==> config.mk <==
export PLATFORM = sky130hd
export DESIGN_NAME = commit_queue
export DESIGN_NICKNAME = d
export VERILOG_FILES = /design/src/rtl/core_pkg.sv /design/src/rtl/commit_select.sv /design/src/rtl/commit_queue.sv
export SDC_FILE = /design/constraint.sdc
export NUM_CORES = 1
export LEC_CHECK = 0
export ABC_CLOCK_PERIOD_IN_PS = 4200
export BUFFER_PORTS_ARGS = -buffer_cell sky130_fd_sc_hd__buf_4
export CAP_MARGIN = 20
export CORE_ASPECT_RATIO = 2
export CORE_MARGIN = 3
export CORE_UTILIZATION = 32
export CTS_CLUSTER_DIAMETER = 80
export CTS_CLUSTER_SIZE = 8
export DETAILED_ROUTE_END_ITERATION = 12
export PLACE_DENSITY = 0.51
export SETUP_SLACK_MARGIN = 0.15
export SLEW_MARGIN = 5
export SYNTH_ARGS = -nofsm -noshare
export SYNTH_HDL_FRONTEND = slang
export SYNTH_SLANG_ARGS = --single-unit
==> constraint.sdc <==
create_clock -name clk_i -period 4.2 [get_ports clk_i]
set_clock_uncertainty 0.1 [all_clocks]
set_input_delay 0.21 -clock clk_i [delete_from_list [all_inputs] [get_ports clk_i]]
set_output_delay 0.21 -clock clk_i [all_outputs]
set_load 0.005 [all_outputs]
==> src/rtl/core_pkg.sv <==
// Shared vector-unit definitions: commit queue sizing, ID type and per-entry state.
// Used by commit_queue and commit_select.
package core_pkg;

    localparam int unsigned CommitQueueDepth = 8;
    localparam int unsigned CommitWidth      = 2;
    localparam int unsigned CommitQueueIdW   = $clog2(CommitQueueDepth);

    typedef logic [CommitQueueIdW-1:0] cq_id_t;

    typedef struct packed {
        logic valid;
        logic done;
        logic illegal;
    } cq_entry_t;

endpackage

==> src/rtl/commit_select.sv <==
// Combinational retirement selector: rotates the entry array by the head pointer and
// finds the in-order run of retirable entries, capped at CommitWidth.
module commit_select
    import core_pkg::cq_entry_t;
#(
    parameter int unsigned Depth       = 8,
    parameter int unsigned CommitWidth = 2,
    parameter int unsigned IdW         = $clog2(Depth),
    parameter int unsigned RunW        = $clog2(CommitWidth + 1)
) (
    input  cq_entry_t [Depth-1:0]           entries_i,
    input  logic [IdW-1:0]                  head_i,
    output logic [CommitWidth-1:0]          commit_valid_o,
    output logic [CommitWidth-1:0][IdW-1:0] commit_id_o,
    output logic                            commit_illegal_o,
    output logic [RunW-1:0]                 num_retire_o
);

    cq_entry_t [CommitWidth-1:0]  window;
    logic [CommitWidth-1:0][IdW-1:0] slot_id;
    logic                         run_open;

    always_comb begin
        for (int i = 0; i < CommitWidth; i++) begin
            slot_id[i] = IdW'((int'(head_i) + i) % Depth);
            window[i]  = entries_i[slot_id[i]];
        end
    end

    // An illegal head retires alone; an illegal entry further back closes the run.
    always_comb begin
        // NOTE: every output gets a default before the loop so no path infers a latch.
        commit_valid_o   = '0;
        commit_id_o      = '0;
        commit_illegal_o = 1'b0;
        num_retire_o     = '0;
        run_open         = 1'b1;
        for (int i = 0; i < CommitWidth; i++) begin
            if (i == 0 && window[0].valid && window[0].illegal) begin
                commit_valid_o[0] = 1'b1;
                commit_illegal_o  = 1'b1;
                run_open          = 1'b0;
            end else if (run_open && window[i].valid && window[i].done && !window[i].illegal) begin
                commit_valid_o[i] = 1'b1;
            end else begin
                run_open = 1'b0;
            end
            if (commit_valid_o[i]) begin
                commit_id_o[i] = slot_id[i];
                num_retire_o   = num_retire_o + RunW'(1);
            end
        end
    end

endmodule

==> src/rtl/commit_queue.sv <==
// In-order commit queue: allocates IDs at dispatch, collects VFU completions, retires
// up to CommitWidth per cycle in order. Optional flush port: COMMIT_QUEUE_FLUSH_EN.
module commit_queue
    import core_pkg::cq_entry_t;
#(
    parameter int unsigned NrVFU       = 4,
    parameter int unsigned Depth       = core_pkg::CommitQueueDepth,
    parameter int unsigned CommitWidth = core_pkg::CommitWidth,
    parameter int unsigned IdW         = $clog2(Depth),
    parameter int unsigned CntW        = $clog2(Depth + 1)
) (
    input  logic                            clk_i,
    input  logic                            rst_ni,
`ifdef COMMIT_QUEUE_FLUSH_EN
    input  logic                            flush_i,
`endif
    input  logic                            alloc_valid_i,
    input  logic                            alloc_illegal_i,
    output logic                            alloc_ready_o,
    output logic [IdW-1:0]                  alloc_id_o,
    input  logic [NrVFU-1:0]                vfu_done_i,
    input  logic [NrVFU-1:0][IdW-1:0]       vfu_done_id_i,
    output logic [CommitWidth-1:0]          commit_valid_o,
    output logic [CommitWidth-1:0][IdW-1:0] commit_id_o,
    output logic                            commit_illegal_o,
    output logic [IdW-1:0]                  head_id_o,
    output logic [CntW-1:0]                 count_o,
    output logic                            empty_o
);

    localparam int unsigned RunW = $clog2(CommitWidth + 1);

    cq_entry_t [Depth-1:0]           entries_q, entries_d;
    logic [IdW-1:0]                  head_q, head_d;
    logic [IdW-1:0]                  tail_q, tail_d;
    logic [CntW-1:0]                 count_q, count_d;

    logic [CommitWidth-1:0]          sel_valid;
    logic [CommitWidth-1:0][IdW-1:0] sel_id;
    logic                            sel_illegal;
    logic [RunW-1:0]                 num_retire;
    logic                            alloc_fire;

    commit_select #(
        .Depth       (Depth),
        .CommitWidth (CommitWidth),
        .IdW         (IdW),
        .RunW        (RunW)
    ) u_commit_select (
        .entries_i        (entries_q),
        .head_i           (head_q),
        .commit_valid_o   (sel_valid),
        .commit_id_o      (sel_id),
        .commit_illegal_o (sel_illegal),
        .num_retire_o     (num_retire)
    );

    assign alloc_ready_o = (count_q < CntW'(Depth));
    assign alloc_id_o    = tail_q;
    assign head_id_o     = head_q;
    assign count_o       = count_q;
    assign empty_o       = (count_q == '0);
    assign alloc_fire    = alloc_valid_i && alloc_ready_o;
    assign commit_id_o   = sel_id;

`ifdef COMMIT_QUEUE_FLUSH_EN
    assign commit_valid_o   = flush_i ? '0 : sel_valid;
    assign commit_illegal_o = sel_illegal && !flush_i;
`else
    assign commit_valid_o   = sel_valid;
    assign commit_illegal_o = sel_illegal;
`endif

    always_comb begin
        entries_d = entries_q;
        for (int k = 0; k < NrVFU; k++) begin
            if (vfu_done_i[k] && entries_q[vfu_done_id_i[k]].valid) begin
                entries_d[vfu_done_id_i[k]].done = 1'b1;
            end
        end
        for (int i = 0; i < CommitWidth; i++) begin
            if (sel_valid[i]) begin
                entries_d[sel_id[i]] = '0;
            end
        end
        // The tail slot is free whenever allocation is allowed, so it never collides with a retiring slot.
        if (alloc_fire) begin
            entries_d[tail_q] = '{valid: 1'b1, done: alloc_illegal_i, illegal: alloc_illegal_i};
        end
        head_d  = head_q + IdW'(num_retire);
        tail_d  = tail_q + IdW'(alloc_fire);
        count_d = count_q + CntW'(alloc_fire) - CntW'(num_retire);
`ifdef COMMIT_QUEUE_FLUSH_EN
        if (flush_i) begin
            entries_d = '0;
            head_d    = '0;
            tail_d    = '0;
            count_d   = '0;
        end
`endif
    end

    always_ff @(posedge clk_i or negedge rst_ni) begin
        if (!rst_ni) begin
            // NOTE: the entry flags are reset too, not only the pointers: stale valid/done bits would retire phantom IDs.
            entries_q <= '0;
            head_q    <= '0;
            tail_q    <= '0;
            count_q   <= '0;
        end else begin
            // NOTE: non-blocking assignments so every flop samples the pre-edge state.
            entries_q <= entries_d;
            head_q    <= head_d;
            tail_q    <= tail_d;
            count_q   <= count_d;
        end
    end

`ifndef SYNTHESIS
    for (genvar k = 0; k < NrVFU; k++) begin : g_done_chk
        a_done_targets_valid: assert property (@(posedge clk_i) disable iff (!rst_ni)
            vfu_done_i[k] |-> entries_q[vfu_done_id_i[k]].valid);
    end
`endif

endmodule
==> metrics.log <==
[metrics] final hold vios: 0
[metrics] final critical-path setup slack: between 600 and 700 ps
[metrics] First DRT Iteration DRCs: 35
[metrics] length of the first detailed-routing pass in iterations: 6
[metrics] Seq pwr share: 0.380
[metrics] Floorplan Core Area: 7320 um2
[metrics] achievable frequency: 278 MHz
[metrics] std cell rows: 44
[metrics] Worst Max-Slew Pin Slew: 876 ps
[metrics] starting utilization of the core area: 0.333
[metrics] vias post-DR: 2,113
[metrics] insertion delay to the later sink of the worst-skew pair: between 200 and 300 ps
[metrics] status: complete, no violations
[metrics] Min Hold Slack: 184 ps
[metrics] first-pass GRT wire length: 12.1 mm
[metrics] number of buffers on the longest clock path: 2
[metrics] post-synth net total: ~280
[metrics] Antenna Cells: 0
[metrics] Synth async-reset ratio: 1.00
[metrics] flip-flop and latch count after synthesis: 34
[metrics] Max-Slew Margin vs Limit: 0.411
[metrics] Clock Pin Slew Worst Setup and Hold Paths: 50 ps
[metrics] root cell of the clock tree: sky130_fd_sc_hd__clkbuf_16
[metrics] pin count of the biggest net entering global routing: 35
[metrics] DP Worst Slack: 609 ps
[metrics] Port Buffers: 40
[metrics] Finish-stage setup viols: 0
[metrics] synthesized netlist cell count: 251
[metrics] Net Sw Frac: 0.200
[metrics] Synth warnings: 0
[metrics] floorplan die width: 67.7 um
[metrics] count of fill cells added during filler insertion: ~750
[metrics] Final TNS setup: 0 ps
[metrics] fraction of layout instances using a drive strength above 1: 0.244
[metrics] routed wire length per instance: around 20 um
[metrics] worst-path cell chain: buf_4 -> mux4_2 -> mux2i_4 -> nand4_4 -> or2_4 -> inv_1 -> ha_1 -> inv_1 -> ha_1 -> ha_1 -> a21o_1 -> a21oi_1 -> xor2_1
[metrics] clock tree from TritonCTS: done
[metrics] number of nets with antenna violations after routing: 0
[metrics] critical path's largest stage delay: 580 ps
[metrics] unrepaired setup endpoints after global routing: false
[metrics] share of the clock period used by the worst path: 0.857
[metrics] mean area per synthesized cell: 9.72 um2
[metrics] H-tree levels: 2
[metrics] WL final: 7.71 mm
[metrics] overflow left after global routing: 0
[metrics] final layout net count: roughly 330
[metrics] switching power of the nets: roughly 170 uW
[metrics] Data required, critical path: 4310 ps
[metrics] final-report max-slew violation count: 0
[metrics] CP most frequent cell: sky130_fd_sc_hd__ha_1
[metrics] top flip-flop cell by instance count after synthesis: sky130_fd_sc_hd__dfrtp_1
[metrics] power share of the clock group: 0.561
[metrics] via count of the first global-routing pass: ~2,300
[metrics] design internal power: 690 uW
[metrics] DR DRC count: 0
[metrics] data arrival time of the critical path: 3710 ps
[metrics] Total Power: 862 uW
[metrics] layout-stage area growth over the synthesis result: 24.4%
[metrics] type of the worst setup path: register to register
[metrics] combinational fraction of design power: 0.060
[metrics] critical path peak fanout: 25
[metrics] clock sinks: 34
[metrics] number of vias per cell after detailed routing: 5.46
[metrics] estimated wirelength of the detail-placed design: 6.25 mm
[metrics] number of instances resized during post-cts repair: 0
[metrics] leakage component of the power: 1.42 nW
[metrics] initial antenna violation count: 0
[metrics] Synth cell types: 59
[metrics] Worst Setup End Kind: register
[metrics] all-layer global routing usage: 0.194
[metrics] class of the tightest hold or removal check: input pin to register
[metrics] power density over the cells: roughly 280 nW/um2
[metrics] area of the mapped netlist: 2440 um2
[metrics] die area: 8770 um2
[metrics] Chip Height: ~130 um
[metrics] count of pins on the block boundary: 41
[metrics] final worst path period need: 3600 ps
[metrics] slowest cell on the critical path: sky130_fd_sc_hd__mux4_2
[metrics] proportion of synthesized chip area in sequential cells: 0.349
[metrics] Max VDD drop: 0.000205 V
[metrics] max-cap violations: 0
[metrics] Setup crit start kind: register
[metrics] routability congestion estimate from global placement: 0.866
[metrics] count of flip-flops with a built-in enable after synthesis: 0
[metrics] clock buffer count from CTS: 5
placed cells by master, fill, tap and decap left out, types with 3 or more instances in the layout:
master and count:
sky130_fd_sc_hd__nand4b_1 4, sky130_fd_sc_hd__dfrtp_1 34, sky130_fd_sc_hd__a21oi_1 6, sky130_fd_sc_hd__o21ai_1 4, sky130_fd_sc_hd__a32o_1 3, sky130_fd_sc_hd__clkbuf_16 5, sky130_fd_sc_hd__buf_4 44, sky130_fd_sc_hd__mux4_2 6
sky130_fd_sc_hd__nand2b_1 19, sky130_fd_sc_hd__nor3_1 9, sky130_fd_sc_hd__nor2_1 18, sky130_fd_sc_hd__o22ai_1 7, sky130_fd_sc_hd__nand2_1 23, sky130_fd_sc_hd__o21ai_0 12, sky130_fd_sc_hd__ha_1 11, sky130_fd_sc_hd__nor2b_1 4
sky130_fd_sc_hd__a21o_1 4, sky130_fd_sc_hd__inv_1 16, sky130_fd_sc_hd__xor2_1 4, sky130_fd_sc_hd__nand3_1 3, sky130_fd_sc_hd__a22o_1 4
layout make-up:
| type | count | area, um2 | share of cell area |
|---|---|---|---|
| Tap cell | 92 | 115 | 0.0379 |
| Sequential cell | 34 | 851 | 0.280 |
| Inverter | 16 | 60.1 | 0.0198 |
| Clock inverter | 3 | 68.8 | 0.0227 |
| Multi-Input combinational cell | 192 | 1480 | 0.486 |
| Clock buffer | 5 | 125 | 0.0412 |
| Timing Repair Buffer | 45 | 340 | 0.112 |
power by group through the flow:
| stage | registers [mW] | clock network, mW | logic, mW |
|---|---|---|---|
| 2_1_floorplan | 0.334 | 0 | 0.0176 |
| 3_3_place_gp | 0.334 | 0 | 0.0512 |
| 3_5_place_dp | 0.334 | 0 | 0.0510 |
| 4_1_cts | 0.328 | 0.494 | 0.0520 |
| 5_1_grt | 0.327 | 0.505 | 0.0561 |
| 6_report | 0.328 | 0.483 | 0.0513 |
worst paths after layout:
path,from,end,slack (ps),depth (start not counted)
worst max-delay path,head_id_o[0],count_o[3],600,13
min in group asynchronous,rst_ni,entries_q[21],320,2
worst min register to register,alloc_id_o[2],alloc_id_o[2],410,1
max in group asynchronous,rst_ni,entries_q[3],3350,2
worst min-delay path,alloc_illegal_i,entries_q[0],180,3
worst max register to register,head_id_o[0],count_o[3],600,13
flip-flops by register name, indices dropped and copies added, names as in the netlist:
register,count
head_id_o,3
count_o,4
alloc_id_o,3
entries_q,24
critical path, delay by kind of cell, from the launching register on:
family                     cells  cell delay (ps)
AOI/OAI and AO/OA              2              350
xor gates and xnor gates       1              150
adders and majority gates      3              790
buffers and inverters          3              480
DFF                            1              350
muxes                          2              820
and+or+nand+nor                2              460
cells in the mapped netlist (3+ instances only):
master / count / area (um2)
sky130_fd_sc_hd__dfrtp_1: 34 / 851
sky130_fd_sc_hd__nand2_1: 23 / 86.3
sky130_fd_sc_hd__nand2b_1: 19 / 119
sky130_fd_sc_hd__nor2_1: 18 / 67.6
sky130_fd_sc_hd__inv_1: 16 / 60.1
sky130_fd_sc_hd__o21ai_0: 12 / 60.1
sky130_fd_sc_hd__ha_1: 11 / 138
sky130_fd_sc_hd__nor3_1: 9 / 45.0
sky130_fd_sc_hd__o22ai_1: 7 / 43.8
sky130_fd_sc_hd__a21oi_1: 6 / 30.0
sky130_fd_sc_hd__mux4_2: 6 / 135
sky130_fd_sc_hd__a21o_1: 4 / 30.0
sky130_fd_sc_hd__a22o_1: 4 / 35.0
sky130_fd_sc_hd__buf_2: 4 / 20.0
sky130_fd_sc_hd__nand4b_1: 4 / 35.0
sky130_fd_sc_hd__nor2b_1: 4 / 25.0
sky130_fd_sc_hd__o21ai_1: 4 / 20.0
sky130_fd_sc_hd__xor2_1: 4 / 35.0
sky130_fd_sc_hd__a32o_1: 3 / 30.0
sky130_fd_sc_hd__clkbuf_1: 3 / 11.3
sky130_fd_sc_hd__nand3_1: 3 / 15.0
logic make-up (layout without fill, tap and decap cells):
logic type | Yosys count | count (layout) | share of synthesized area
AND/OR/NAND/NOR | 101 | 101 | 0.234
AO/OA/AOI/OAI | 62 | 62 | 0.198
flip-flops | 34 | 34 | 0.349
buffers and inverters | 25 | 69 | 0.0467
adder cells (fa/ha/maj) | 13 | 13 | 0.0728
multiplexers | 10 | 10 | 0.0779
XOR/XNOR | 6 | 6 | 0.0215
per-layer routing:
| metal | wire length (um) | global-route usage |
|---|---|---|
| met5 | 0 | 0 |
| met2 | 4140 | 0.354 |
| met3 | 304 | 0.0260 |
| met4 | 693 | 0.170 |
| met1 | 2570 | 0.177 |
timing repair:
item,in CTS,in global routing
buffers inserted,0,0
hold buffers,1,0
hold endpoints to repair,34,0
through the flow:
step	cell area [um2]	cells	util
2_1_floorplan	2440	251	-
3_3_place_gp	2830	378	0.387
3_5_place_dp	2830	378	0.387
4_1_cts	3040	387	0.415
5_1_grt	3040	387	0.415
6_report	3040	387	0.415
Power figures use the tool's default switching activity.
